$ cat config.mk
export PLATFORM = sky130hd
export DESIGN_NAME = shift_piso_tx_flat
export DESIGN_NICKNAME = d
export VERILOG_FILES = /design/src/rtl/shift_piso_tx_if.sv /design/src/rtl/shift_piso_tx.sv /design/src/flat_wrapper.sv
export SDC_FILE = /design/constraint.sdc
export NUM_CORES = 1
export LEC_CHECK = 0
export CAP_MARGIN = 40
export CORE_MARGIN = 4
export CORE_UTILIZATION = 53
export DETAILED_ROUTE_END_ITERATION = 10
export GPL_ROUTABILITY_DRIVEN = 0
export PLACE_DENSITY = 0.87
export SYNTH_ARGS = -nofsm -noshare
export SYNTH_HDL_FRONTEND = slang
export SYNTH_SLANG_ARGS = --single-unit
$ cat constraint.sdc
create_clock -name clk -period 2.62 [get_ports clk]
set_input_delay 0.655 -clock clk [delete_from_list [all_inputs] [get_ports clk]]
set_output_delay 0.655 -clock clk [all_outputs]
set_load 0.01 [all_outputs]
$ cat src/rtl/shift_piso_tx_if.sv
// Load handshake and serial symbol bus of the 2-bit PISO transmitter.
// The slave side is the transmitter; the master side feeds it words and watches the symbols.
interface shift_piso_tx_if #(
    parameter int SYM_W = 2,
    parameter int NSYM  = 4
);
    localparam int W = SYM_W * NSYM;

    logic [W-1:0]     load_data;
    logic             load_valid;
    logic             load_ready;
    logic [SYM_W-1:0] dataout;
    logic             sym_valid;
    logic             sof;
    logic             eof;
    logic             busy;

    modport master (
        output load_data, load_valid,
        input  load_ready, dataout, sym_valid, sof, eof, busy
    );

    modport slave (
        input  load_data, load_valid,
        output load_ready, dataout, sym_valid, sof, eof, busy
    );
endinterface

$ cat src/rtl/shift_piso_tx.sv
// Parallel-in, serial-out transmitter: one word in, NSYM symbols out LS-symbol first,
// with a one-word holding buffer so consecutive words stream without a gap.
module shift_piso_tx #(
    parameter int SYM_W = 2,
    parameter int NSYM  = 4
) (
    input logic            clk,
    input logic            reset_n,
    shift_piso_tx_if.slave bus
);
    localparam int W  = SYM_W * NSYM;
    localparam int CW = $clog2(NSYM);
    localparam logic [CW-1:0] LAST = CW'(NSYM - 1);

    typedef enum logic {
        IDLE,
        SHIFT
    } state_t;

    state_t        state, state_nxt;
    logic [W-1:0]  sh, sh_nxt;
    logic [W-1:0]  hold, hold_nxt;
    logic [CW-1:0] cnt, cnt_nxt;
    logic          hold_full, hold_full_nxt;
    logic          accept;
    logic          shifting;

    assign shifting = (state == SHIFT);
    // Ready depends only on the buffer flag, so a drain and an accept can never coincide.
    assign accept   = bus.load_valid && !hold_full;

    always_ff @(posedge clk or negedge reset_n) begin
        if (!reset_n) begin
            state     <= IDLE;
            sh        <= '0;
            hold      <= '0;
            cnt       <= '0;
            hold_full <= 1'b0;
        end else begin
            state     <= state_nxt;
            sh        <= sh_nxt;
            hold      <= hold_nxt;
            cnt       <= cnt_nxt;
            hold_full <= hold_full_nxt;
        end
    end

    always_comb begin
        state_nxt     = state;
        sh_nxt        = sh;
        hold_nxt      = hold;
        cnt_nxt       = cnt;
        hold_full_nxt = hold_full;
        case (state)
            IDLE: begin
                if (accept) begin
                    sh_nxt    = bus.load_data;
                    cnt_nxt   = '0;
                    state_nxt = SHIFT;
                end
            end
            SHIFT: begin
                if (cnt != LAST) begin
                    sh_nxt  = sh >> SYM_W;
                    cnt_nxt = cnt + CW'(1);
                    if (accept) begin
                        hold_nxt      = bus.load_data;
                        hold_full_nxt = 1'b1;
                    end
                end else if (hold_full) begin
                    sh_nxt        = hold;
                    hold_full_nxt = 1'b0;
                    cnt_nxt       = '0;
                end else if (accept) begin
                    // Bypass straight into the shifter on the last symbol: no idle cycle.
                    sh_nxt  = bus.load_data;
                    cnt_nxt = '0;
                end else begin
                    state_nxt = IDLE;
                    cnt_nxt   = '0;
                    sh_nxt    = '0;
                end
            end
        endcase
    end

    assign bus.load_ready = !hold_full;
    assign bus.dataout    = shifting ? sh[SYM_W-1:0] : '0;
    assign bus.sym_valid  = shifting;
    assign bus.sof        = shifting && (cnt == '0);
    assign bus.eof        = shifting && (cnt == LAST);
    assign bus.busy       = shifting || hold_full;
endmodule

$ cat src/flat_wrapper.sv
// flat-port wrapper written by rule: the top's interface ports become plain ports
module shift_piso_tx_flat 
#(
    parameter int SYM_W = 2,
    parameter int NSYM  = 4
)
  (clk, reset_n, bus_load_data, bus_load_valid, bus_load_ready, bus_dataout, bus_sym_valid, bus_sof, bus_eof, bus_busy);
  shift_piso_tx_if #(.SYM_W(SYM_W), .NSYM(NSYM)) bus_i ();
  input logic clk;
  input logic reset_n;
  input wire logic [$bits(bus_i.load_data)-1:0] bus_load_data;
  input wire logic [$bits(bus_i.load_valid)-1:0] bus_load_valid;
  output wire logic [$bits(bus_i.load_ready)-1:0] bus_load_ready;
  output wire logic [$bits(bus_i.dataout)-1:0] bus_dataout;
  output wire logic [$bits(bus_i.sym_valid)-1:0] bus_sym_valid;
  output wire logic [$bits(bus_i.sof)-1:0] bus_sof;
  output wire logic [$bits(bus_i.eof)-1:0] bus_eof;
  output wire logic [$bits(bus_i.busy)-1:0] bus_busy;
  assign bus_i.load_data = bus_load_data;
  assign bus_i.load_valid = bus_load_valid;
  assign bus_load_ready = bus_i.load_ready;
  assign bus_dataout = bus_i.dataout;
  assign bus_sym_valid = bus_i.sym_valid;
  assign bus_sof = bus_i.sof;
  assign bus_eof = bus_i.eof;
  assign bus_busy = bus_i.busy;
  shift_piso_tx #(.SYM_W(SYM_W), .NSYM(NSYM)) u_core (.clk(clk), .reset_n(reset_n), .bus(bus_i));
endmodule
==> metrics <==
most frequent cells in the layout=dfrtp_1 (20), clkdlybuf4s50_1 (17), mux2_1 (8); Netlist cell types=23; R2R cell count=4; WP data required=1.97 ns; Switching Share=35.9%; Tot Pwr=1.27 mW; maximum fanout along the worst path=17; HP Class=reg2reg; DR WL/cell=16.9 um; Clock Latency Late Sink=0.29 ns; Pleak=0.493 nW; vias post-DR=680; clock transition at the registers of the reported paths=0.11 ns; chip width=50.0 um; Crit Path Class=reg2out; Internal=0.813 mW; Placed Cells=104; PwrDens=1110 nW/um^2; DR DRC count=0; io pins=18; crit path launch type=flip-flop; CTS tree=built; global-route wire length before repair=3.18 mm; GRT overflow=0; Antenna Nets Post-Route=0; warning count from the yosys run=0; vias in the first global route=678; Vias/cell=6.36; clock buffer depth=2; worst ir drop on vdd=0.000756 V; total core area=1580 sq um; Max Fclk=0.428 GHz; Layout Cells excl Fill=107; Hold Buf Count CTS=0; Period Utilization, post-route=89.1%; Die Span Y=50.0 um; # nets final=106; # setup viols final=0; # rows=14; Yosys reg bits=20; Net Switching=0.456 mW; Mapped Area=933 sq um; Max Cap Violations=0; initial drt markers=18; final hold vios=0; max-slew violation count=0; cts bufs inserted=3; Rel. slew slack=69.3%; htree depth=1; WHS Path Cells=1; final core utilization=72.5%; min Tclk post-route=2.33 ns; post-CTS sizing=0; syn_nets=86; status=finished clean; Crit path arrival time=1.68 ns; Root Driver=clkbuf_4; Fillers=119; TNS Setup=0 ns; most common cell after layout, fill and taps aside=dfrtp_1; Area Growth Syn to Fin=22.5%; Critical Path Sink Type=output port; post-CTS setup buffer count=0; clk sinks=20; Detailed Place HPWL=1.32 mm; die footprint=2500 sq um; fraction of layout instances using a drive strength above 1=9.89%; DRT Wirelength=1.81 mm; mean area per synthesized cell=12.8 sq um; clk_skew=0.00535 ns; unrepaired setup endpoints after global routing=no; initial antenna violation count=0; drt first pass iters=4; synthesized instance count=73; Initial Util=59.2%; Worst-Margin Slew=0.460 ns; port bufs=17; largest net degree at the start of global routing=21; Clk pwr share=11.2%; Gate power share=44.5%; post-synthesis sequential area ratio=53.6%; Overall Global Routing Usage=17.3%; ant diodes=0; share of power burned in registers=44.3%
[layout make-up]
cell class / count / area, sq um / area share, %
Multi-Input combinational cell: 45 / 400 / 35.0
Timing Repair Buffer: 19 / 185 / 16.2
Sequential cell: 20 / 500 / 43.8
Tap cell: 16 / 20.0 / 1.75
Inverter: 4 / 15.0 / 1.31
Clock buffer: 3 / 22.5 / 1.97
[final timing paths]
path | slack, ns | endpoint | start
worst max-delay path | 0.29 | bus_eof | u_core.bus.sym_valid
worst min-delay path | 0.51 | u_core.hold[5] | u_core.hold[5]
worst max register to register | 0.86 | u_core.hold[6] | u_core.cnt[0]
worst min register to register | 0.51 | u_core.hold[5] | u_core.hold[5]
max in group asynchronous | 1.73 | u_core.sh[5] | reset_n
min in group asynchronous | 0.68 | u_core.hold_full | reset_n
[stage by stage]
stage	worst slack [ns]	hold WS, ns	instance area, sq um
after global routing	0.122	0.522	1140
after floorplan	0.991	0.359	933
after global placement	0.575	0.475	1120
final	0.285	0.505	1140
after detailed placement	0.551	0.475	1120
after CTS	0.260	0.504	1140
[registers in the layout, summed over array words and instances (netlist names)]
register              count
u_core.bus.sym_valid      1
u_core.cnt                2
u_core.hold               8
u_core.hold_full          1
u_core.sh                 8
[kinds of logic after synthesis]
logic type / synth area share [%]
buf+inv: 3.48
flops: 53.6
compound gates: 18.2
simple gates: 8.98
fa+ha+maj: 2.68
mux: 13.0
[routing by layer]
metal	global-route usage [%]	wire length (um)
met5	0	0
met4	9.68	41
met3	4.22	103
met2	27.1	895
met1	21.6	765
[power by group through the flow]
stage | combinational (mW) | sequential, mW | clock [mW]
floorplan | 0.406 | 0.524 | 0
global placement | 0.544 | 0.557 | 0
detailed placement | 0.569 | 0.567 | 0
CTS | 0.571 | 0.560 | 0.146
global route | 0.625 | 0.580 | 0.164
finish | 0.564 | 0.562 | 0.142
[worst max-delay path, cell delays in order (launching register included)]
cell and delay (ns):
dfrtp_1 0.62, and2_1 0.21, clkdlybuf4s50_1 0.54
[synth_stat cells]
master | n | area, sq um
a221o_1 | 6 | 60.1
a22o_1 | 1 | 8.76
a32o_1 | 6 | 60.1
a32oi_1 | 2 | 17.5
and2_1 | 4 | 25.0
and3_1 | 1 | 6.26
buf_1 | 1 | 3.75
buf_2 | 2 | 10.0
clkbuf_1 | 1 | 3.75
dfrtp_1 | 20 | 500
ha_1 | 2 | 25.0
inv_1 | 4 | 15.0
mux2_1 | 8 | 90.1
mux2_2 | 1 | 11.3
mux2i_1 | 2 | 20.0
nand2_1 | 1 | 3.75
nand2b_1 | 2 | 12.5
nor2_2 | 1 | 6.26
nor2_4 | 1 | 11.3
nor2b_1 | 2 | 12.5
o21ai_0 | 1 | 5.00
o22ai_1 | 3 | 18.8
or2_2 | 1 | 6.26
(Power assumes the default switching activity.)
